### config.mk
export PLATFORM = sky130hd
export DESIGN_NAME = stream_upsizer_flat
export DESIGN_NICKNAME = d
export VERILOG_FILES = /design/src/rtl/stream_upsizer_if.sv /design/src/rtl/stream_upsizer.sv /design/src/flat_wrapper.sv
export SDC_FILE = /design/constraint.sdc
export NUM_CORES = 1
export LEC_CHECK = 0
export CORE_ASPECT_RATIO = 2
export CORE_MARGIN = 3
export CORE_UTILIZATION = 48
export DETAILED_ROUTE_END_ITERATION = 8
export PLACE_DENSITY = 0.87
export SLEW_MARGIN = 20
export SYNTH_ARGS = -nofsm -noshare
export SYNTH_HDL_FRONTEND = slang
export SYNTH_SLANG_ARGS = --single-unit
### constraint.sdc
create_clock -name clk -period 2.6 [get_ports clk]
set_input_delay 0.65 -clock clk [delete_from_list [all_inputs] [get_ports clk]]
set_output_delay 0.65 -clock clk [all_outputs]
set_load 0.05 [all_outputs]
### src/rtl/stream_upsizer_if.sv
// stream_upsizer_if: narrow input stream and packed wide output stream of the upsizer
interface stream_upsizer_if #(
    parameter int IN_WIDTH = 8,
    parameter int RATIO    = 4
);
    localparam int DATA_WIDTH = IN_WIDTH * RATIO;

    logic [IN_WIDTH-1:0]   in_data;
    logic                  in_valid;
    logic                  in_last;
    logic                  in_ready;
    logic [DATA_WIDTH-1:0] out_data;
    logic [RATIO-1:0]      out_keep;
    logic                  out_last;
    logic                  out_valid;
    logic                  out_ready;

    // Environment side: feeds narrow beats and sinks packed words
    modport master (
        output in_data, in_valid, in_last, out_ready,
        input  in_ready, out_data, out_keep, out_last, out_valid
    );

    // Upsizer side
    modport slave (
        input  in_data, in_valid, in_last, out_ready,
        output in_ready, out_data, out_keep, out_last, out_valid
    );
endinterface

### src/rtl/stream_upsizer.sv
// stream_upsizer: packs RATIO little-endian IN_WIDTH-bit beats into one word with keep/last
module stream_upsizer #(
    parameter int IN_WIDTH = 8,
    parameter int RATIO    = 4
) (
    input logic              clk,
    input logic              rst_n,
    stream_upsizer_if.slave  bus
);
    localparam int DATA_WIDTH = IN_WIDTH * RATIO;
    localparam int CW         = $clog2(RATIO);

    typedef enum logic {FILL, FULL} state_t;

    state_t                state, state_nxt;
    logic [CW-1:0]         cnt, cnt_nxt, lane;
    logic [DATA_WIDTH-1:0] data_q, data_nxt;
    logic [RATIO-1:0]      keep_q, keep_nxt;
    logic                  last_q, last_nxt;
    logic                  in_fire, out_fire;

    // A held word blocks new beats unless it drains in the same cycle
    assign bus.in_ready  = rst_n && (state == FILL || bus.out_ready);
    assign bus.out_valid = (state == FULL);
    assign bus.out_data  = data_q;
    assign bus.out_keep  = keep_q;
    assign bus.out_last  = last_q;
    assign in_fire       = bus.in_valid && bus.in_ready;
    assign out_fire      = bus.out_valid && bus.out_ready;

    // Next state: drain clears the buffer first so a same-cycle beat lands in lane 0
    always_comb begin
        state_nxt = state;
        cnt_nxt   = cnt;
        data_nxt  = data_q;
        keep_nxt  = keep_q;
        last_nxt  = last_q;
        lane      = (state == FULL) ? '0 : cnt;
        if (out_fire) begin
            state_nxt = FILL;
            cnt_nxt   = '0;
            data_nxt  = '0;
            keep_nxt  = '0;
            last_nxt  = 1'b0;
        end
        if (in_fire) begin
            data_nxt[lane*IN_WIDTH +: IN_WIDTH] = bus.in_data;
            keep_nxt[lane] = 1'b1;
            last_nxt       = bus.in_last;
            state_nxt      = (lane == CW'(RATIO - 1) || bus.in_last) ? FULL : FILL;
            cnt_nxt        = (lane == CW'(RATIO - 1) || bus.in_last) ? '0 : lane + 1'b1;
        end
    end

    // State and word buffer; reset discards any partial word
    always_ff @(posedge clk or negedge rst_n) begin
        if (!rst_n) begin
            state  <= FILL;
            cnt    <= '0;
            data_q <= '0;
            keep_q <= '0;
            last_q <= 1'b0;
        end else begin
            state  <= state_nxt;
            cnt    <= cnt_nxt;
            data_q <= data_nxt;
            keep_q <= keep_nxt;
            last_q <= last_nxt;
        end
    end
endmodule

### src/flat_wrapper.sv
// flat-port wrapper written by rule: the top's interface ports become plain ports
module stream_upsizer_flat 
#(
    parameter int IN_WIDTH = 8,
    parameter int RATIO    = 4
)
  (clk, rst_n, bus_in_data, bus_in_valid, bus_in_last, bus_out_ready, bus_in_ready, bus_out_data, bus_out_keep, bus_out_last, bus_out_valid);
  stream_upsizer_if #(.IN_WIDTH(IN_WIDTH), .RATIO(RATIO)) bus_i ();
  input logic clk;
  input logic rst_n;
  input wire logic [$bits(bus_i.in_data)-1:0] bus_in_data;
  input wire logic [$bits(bus_i.in_valid)-1:0] bus_in_valid;
  input wire logic [$bits(bus_i.in_last)-1:0] bus_in_last;
  input wire logic [$bits(bus_i.out_ready)-1:0] bus_out_ready;
  output wire logic [$bits(bus_i.in_ready)-1:0] bus_in_ready;
  output wire logic [$bits(bus_i.out_data)-1:0] bus_out_data;
  output wire logic [$bits(bus_i.out_keep)-1:0] bus_out_keep;
  output wire logic [$bits(bus_i.out_last)-1:0] bus_out_last;
  output wire logic [$bits(bus_i.out_valid)-1:0] bus_out_valid;
  assign bus_i.in_data = bus_in_data;
  assign bus_i.in_valid = bus_in_valid;
  assign bus_i.in_last = bus_in_last;
  assign bus_i.out_ready = bus_out_ready;
  assign bus_in_ready = bus_i.in_ready;
  assign bus_out_data = bus_i.out_data;
  assign bus_out_keep = bus_i.out_keep;
  assign bus_out_last = bus_i.out_last;
  assign bus_out_valid = bus_i.out_valid;
  stream_upsizer #(.IN_WIDTH(IN_WIDTH), .RATIO(RATIO)) u_core (.clk(clk), .rst_n(rst_n), .bus(bus_i));
endmodule
* Word level (Yosys, flattened, before mapping)
Index checks and enable logic that the tools add are counted.
** Cells by class
- $lt $le $gt $ge :: 2
- Reductions and logical operators :: 7
- Muxes and demuxes :: 15
- Shift operators :: 2
- Bitwise logic cells :: 2
- $add $sub $neg :: 2
- Equal/unequal tests :: 1
** Operators with widths (number)
- $mux W32 :: 2
- $neg A5 Y34 :: 1
- $shift A8 B34 Y32 const A :: 1
- $shiftx A8 B34 Y32 :: 1
- $bwmux W32 :: 1
- $mux W2 :: 4
- $mux W4 :: 2
- $mux W1 :: 5
- $logic_and A1 B1 Y1 :: 4
- $or A4 B4 Y4 :: 1
- $lt A2 B3 Y1 const B :: 1
- $add A2 B1 Y2 const B :: 1
- $demux W1 S2 :: 1
- $eq A2 B2 Y1 const B :: 1
- $ge A2 B1 Y1 const B :: 1
- $logic_or A1 B1 Y1 :: 2
- $reduce_bool A2 Y1 :: 1
- $not A1 Y1 :: 1
** Storage, ports and cells
- Output and inout port bits :: 39
- Logic and storage cells :: 36
- Input bits :: 13
- Bits in registers :: 40

* Logic depth before layout (Yosys ltp)
- Depth after elaboration :: 7
- Gate-level depth with buffers :: 7
- Mapped depth without buffers :: 6

* Worst setup path before layout
No wires, ideal clock.
- Path kind :: reg-to-reg
- Start point :: register u_core.state, in the netlist u_core.bus.out_valid
- End point :: register u_core.data_q[16], in the netlist u_core.bus.out_data[16]
- Required time :: 2499 ps
- Cell stages (with the launch flop) :: 7
- Setup time :: 101 ps
- Buffers on the path :: 1
- Arrival :: 2010 ps
- Slack :: 490 ps
- Period minus slack after synthesis :: 2110 ps
- Cells stage by stage :: dfrtp_1 -> nand2b_1 -> buf_2 -> ha_1 -> nor3b_2 -> nand2_2 -> o32ai_1
** On the way
- Cells in the longest elaborated chain, start to end :: 5
- Elaborated cells between the ends (all ways) :: 12
- Classes of those cells :: add/sub: 1; shift: 2; mux: 4; bitwise: 1; reduce/logical: 4
** Ends and longest elaborated chain
- start, declared :: RTL line stream_upsizer.sv:15 : state_t state, state_nxt;
- start signal, assigned :: RTL line stream_upsizer.sv:64 : state <= state_nxt;
- $mux W2 / $not A1 Y1 (equally long branches) :: RTL line stream_upsizer.sv:38, stream_upsizer.sv:23
- $neg A5 Y34 / $logic_or A1 B1 Y1 (equally long branches) :: RTL line stream_upsizer.sv:47, stream_upsizer.sv:23
- $shiftx A8 B34 Y32 (tied with other cells) :: RTL line stream_upsizer.sv:47 : data_nxt[lane*IN_WIDTH +: IN_WIDTH] = bus.in_data;
- $bwmux W32 / $logic_and A1 B1 Y1 (equally long branches) :: RTL line stream_upsizer.sv:47, stream_upsizer.sv:28
- $mux W32 (*) :: RTL line stream_upsizer.sv:46 : if (in_fire) begin
- net u_core.data_nxt[16] :: RTL line stream_upsizer.sv:17 : logic [DATA_WIDTH-1:0] data_q, data_nxt;
- end signal, assigned :: RTL line stream_upsizer.sv:66 : data_q <= data_nxt;
- end, declared :: RTL line stream_upsizer.sv:17
The timed path passes the listed nets; every way through them passes the cells marked *.
A chain may end at the register's enable or synchronous reset.

* Worst setup path in the final report
- Start point :: register u_core.state, in the netlist u_core.bus.out_valid
- End point :: output bus_out_valid
** RTL lines
- end, declared :: RTL line flat_wrapper.sv:19 : output wire logic [$bits(bus_i.out_valid)-1:0] bus_out_valid;
No word-level cell between the ends.

==> parameters.txt <==
Parameter                              Value

Floorplanning
  Starting density of the core    between 50% and 60%
  Die ar.    between 0.005 and 0.006 sq mm
  Core area    0.00392 sq mm
  Die Y    97.2 um
  Ports    52
  Die Wd    51.6 um
  Row Count    32

Finish
  Post-layout net count    265
  Area of the multi-input gates    913 sq um
  Fill cell count    roughly 320
  Register area    about 0.001 sq mm
  Share of layout cells above drive strength 1    about a tenth
  Growth of design area from synthesis to finish    34.2%
  Cell Count, Final, Fillers Out    around 300
  Antenna Cells    0
  Most common cell after layout, fill and taps aside    nand2_1
  Leading cell types in the layout, fill and taps excluded    nand2_1, clkdlybuf4s50_1, dfrtp_1

Timing
  Setup total negative slack    0 ns
  Final critical-path share of the clock period    about 90%
  Max-slew headroom    a little under three fifths
  Number of endpoints with negative hold slack in the final report    0
  Max-slew violations    0
  Setup repair after global routing missed its margin    no
  Slew at the pin with the worst max-slew slack    approximately 0.67 ns
  Clock period minus worst slack    roughly 2.3 ns
  Top achievable clock speed    ~0.43 GHz
  Finish-stage setup viols    0
  Largest clock skew in the final design    around 0.007 ns

Route
  Via Count    1604
  Remaining design rule violation count    0
  Via density per instance    5.42
  Wire length reported by the detailed router    4860 um
  Detailed-router iteration count before antenna repair    4
  DRT antenna net count    0
  Initial DRC count    between 40 and 50
  Routed len/inst    around 16 um

CTS
  Clock Pin Slew Worst Setup and Hold Paths    ~0.080 ns
  H-tree depth    2
  Post-cts gate resize count    0
  Buffers from clock root to sink, at most    2
  Total CTS buffers    5
  Library cell used as clock root buffer    clkbuf_8
  CTS Sinks    40
  Clk_lat worst skew    roughly 0.3 ns
  Hold buffer count at CTS    0
  CTS tree    built
  Buffer count from post-CTS setup fixing    0

Setup path
  Worst setup SP type    flop
  Total buffers and inverters traversed by the critical path    1
  Nature of the critical path endpoint    primary output
  Top Family by Delay on Critical Path    buffers and inverters
  Critical setup path kind    flop to primary output
  Critical Path RT    just under 2 ns
  Cell chain of the critical path    clkdlybuf4s50_1
  Crit path DAT    around 1.7 ns
  Cell with the biggest individual delay on the critical path    clkdlybuf4s50_1
  Largest fanout on the critical path    8
  Stage delay of the slowest cell on the critical path    0.86 ns

Hold path
  Class of the tightest hold or removal check    input pin to async pin

Power
  Power per unit of standard cell area    between 600 and 700 mW/mm^2
  LEAKAGE    0.00126 uW
  Peak supply drop    between 0.4 and 0.5 mV

Global routing
  First-pass GRT wire length    around 8000 um
  Total routing resource utilization after global routing    a little over a fifth
  Maximum number of pins on one net before global-route repair    just over 40
  Remaining global-route overflow    0
  Number of antenna violations at the first check in global routing    0
  Via count of the first global-routing pass    around 1.6k

Outcome
  Outcome    finished clean

Placement
  Detailed placer's ending HPWL    ~3500 um
  I/O Buffers    slightly above 50
  Total instance count after detailed placement    between 200 and 300
  Gp weighted congestion    a little over 0.8

Synthesis
  Post-synthesis instance area    around 0.002 sq mm
  Synth Net Count    between 200 and 250
  Number of standard cells after synthesis    191
  Netlist cell types    28
  Number of synthesized register bits    40
  Post-Synthesis Mean Instance Area    between 10 and 15 sq um
  Portion of the post-synthesis area used by sequential elements    50.2%
  Yosys Warn Count    0

Run
  Total of max-cap violations    0
## synthesized netlist by cell type
| cell | number | area, sq um |
|---|---|---|
| clkbuf_1 | 3 | 11.3 |
| nand2_2 | 2 | 12.5 |
| dfrtp_1 | 40 | 1000 |
| o21ai_0 | 3 | 15.0 |
| nor3b_2 | 1 | 12.5 |
| o211ai_1 | 2 | 15.0 |
| and2_1 | 2 | 12.5 |
| o21ai_1 | 1 | 5.00 |
| inv_1 | 3 | 11.3 |
| o32ai_2 | 1 | 16.3 |
| buf_1 | 1 | 3.75 |
| nand2_1 | 60 | 225 |
| ha_1 | 8 | 100 |
| buf_6 | 3 | 33.8 |
| nand2b_1 | 3 | 18.8 |
| buf_2 | 3 | 15.0 |
| nor4b_4 | 1 | 23.8 |
| mux2i_1 | 24 | 240 |
| nor2_1 | 2 | 7.51 |
| nor2b_1 | 2 | 12.5 |
| and3_4 | 1 | 11.3 |
| nand3_2 | 3 | 30.0 |
| nand4_1 | 1 | 6.26 |
| nand3_1 | 8 | 40.0 |
| o32ai_1 | 7 | 61.3 |
| a22o_1 | 4 | 35.0 |
| clkbuf_2 | 1 | 5.00 |
| and4bb_2 | 1 | 12.5 |
## stage by stage
stage                     instance area [sq um]  util (%)  setup WS, ns  power, uW  hold WS, ns
after floorplan                            1990         -         0.490       1060        0.354
after global placement                     2550      65.0         0.365       1240        0.493
after detailed placement                   2550      65.0         0.358       1250        0.490
after CTS                                  2680      68.2         0.264       1810        0.473
after global routing                       2680      68.2         0.212       1880        0.497
final                                      2680      68.2         0.286       1800        0.448
## area by class of cell
cell class                 instances  share of cell area, %
tap                               51                   2.38
clock buffer                       7                   3.60
clock inverter                     1                   1.12
sequential                        40                   37.4
inverter                           3                  0.421
multi-input combinational        137                   34.1
timing repair buffer              57                   20.9
## path summary, 6_finish.rpt
check / startpoint / endpoint / slack (ns) / cells past startpoint
worst max-delay path: u_core.bus.out_valid / bus_out_valid / 0.29 / 1
worst min-delay path: rst_n / u_core.bus.out_data[21] / 0.45 / 2
worst min register to register: u_core.bus.out_keep[2] / u_core.bus.out_keep[2] / 0.52 / 1
worst max register to register: u_core.bus.out_valid / u_core.bus.out_data[3] / 0.50 / 5
min in group clk: u_core.bus.out_keep[2] / u_core.bus.out_keep[2] / 0.52 / 1
max in group asynchronous: rst_n / u_core.bus.out_data[4] / 1.81 / 2
## registers in the layout, summed over array words and instances (netlist names)
signal / flops
u_core.bus.out_data: 32
u_core.bus.out_keep: 4
u_core.bus.out_last: 1
u_core.bus.out_valid: 1
u_core.cnt: 2
## kinds of logic (layout without fill, tap and decap cells)
group           Yosys count  count (layout)  share of synthesized area [%]
mux                      24              24                           12.0
compound gates           18              18                           7.40
flops                    40              40                           50.2
fa+ha+maj                 8               8                           5.02
simple gates             87              87                           21.3
buf+inv                  14              68                           4.01
## where the power goes
group	total, uW	internal, uW	switching [uW]
sequential	712	675	37.1
clock	559	339	220
combinational	530	182	348
## routing by layer
layer	GRT usage, %	vias to the layer above	share of wire, %
met5	0	-	0
met2	35.8	58	56
met4	10.7	0	2.4
li1	-	757	-
met1	24.2	779	36
met3	4.92	10	4.8
## worst reg2reg max path, delay by kind of cell, from the launching register on
family | cells | cell delay (ns)
flip-flops | 1 | 0.48
adder cells (fa/ha/maj) | 1 | 0.43
multiplexers | 1 | 0.19
AND/OR/NAND/NOR | 3 | 0.92
Power figures use the tool's default switching activity.
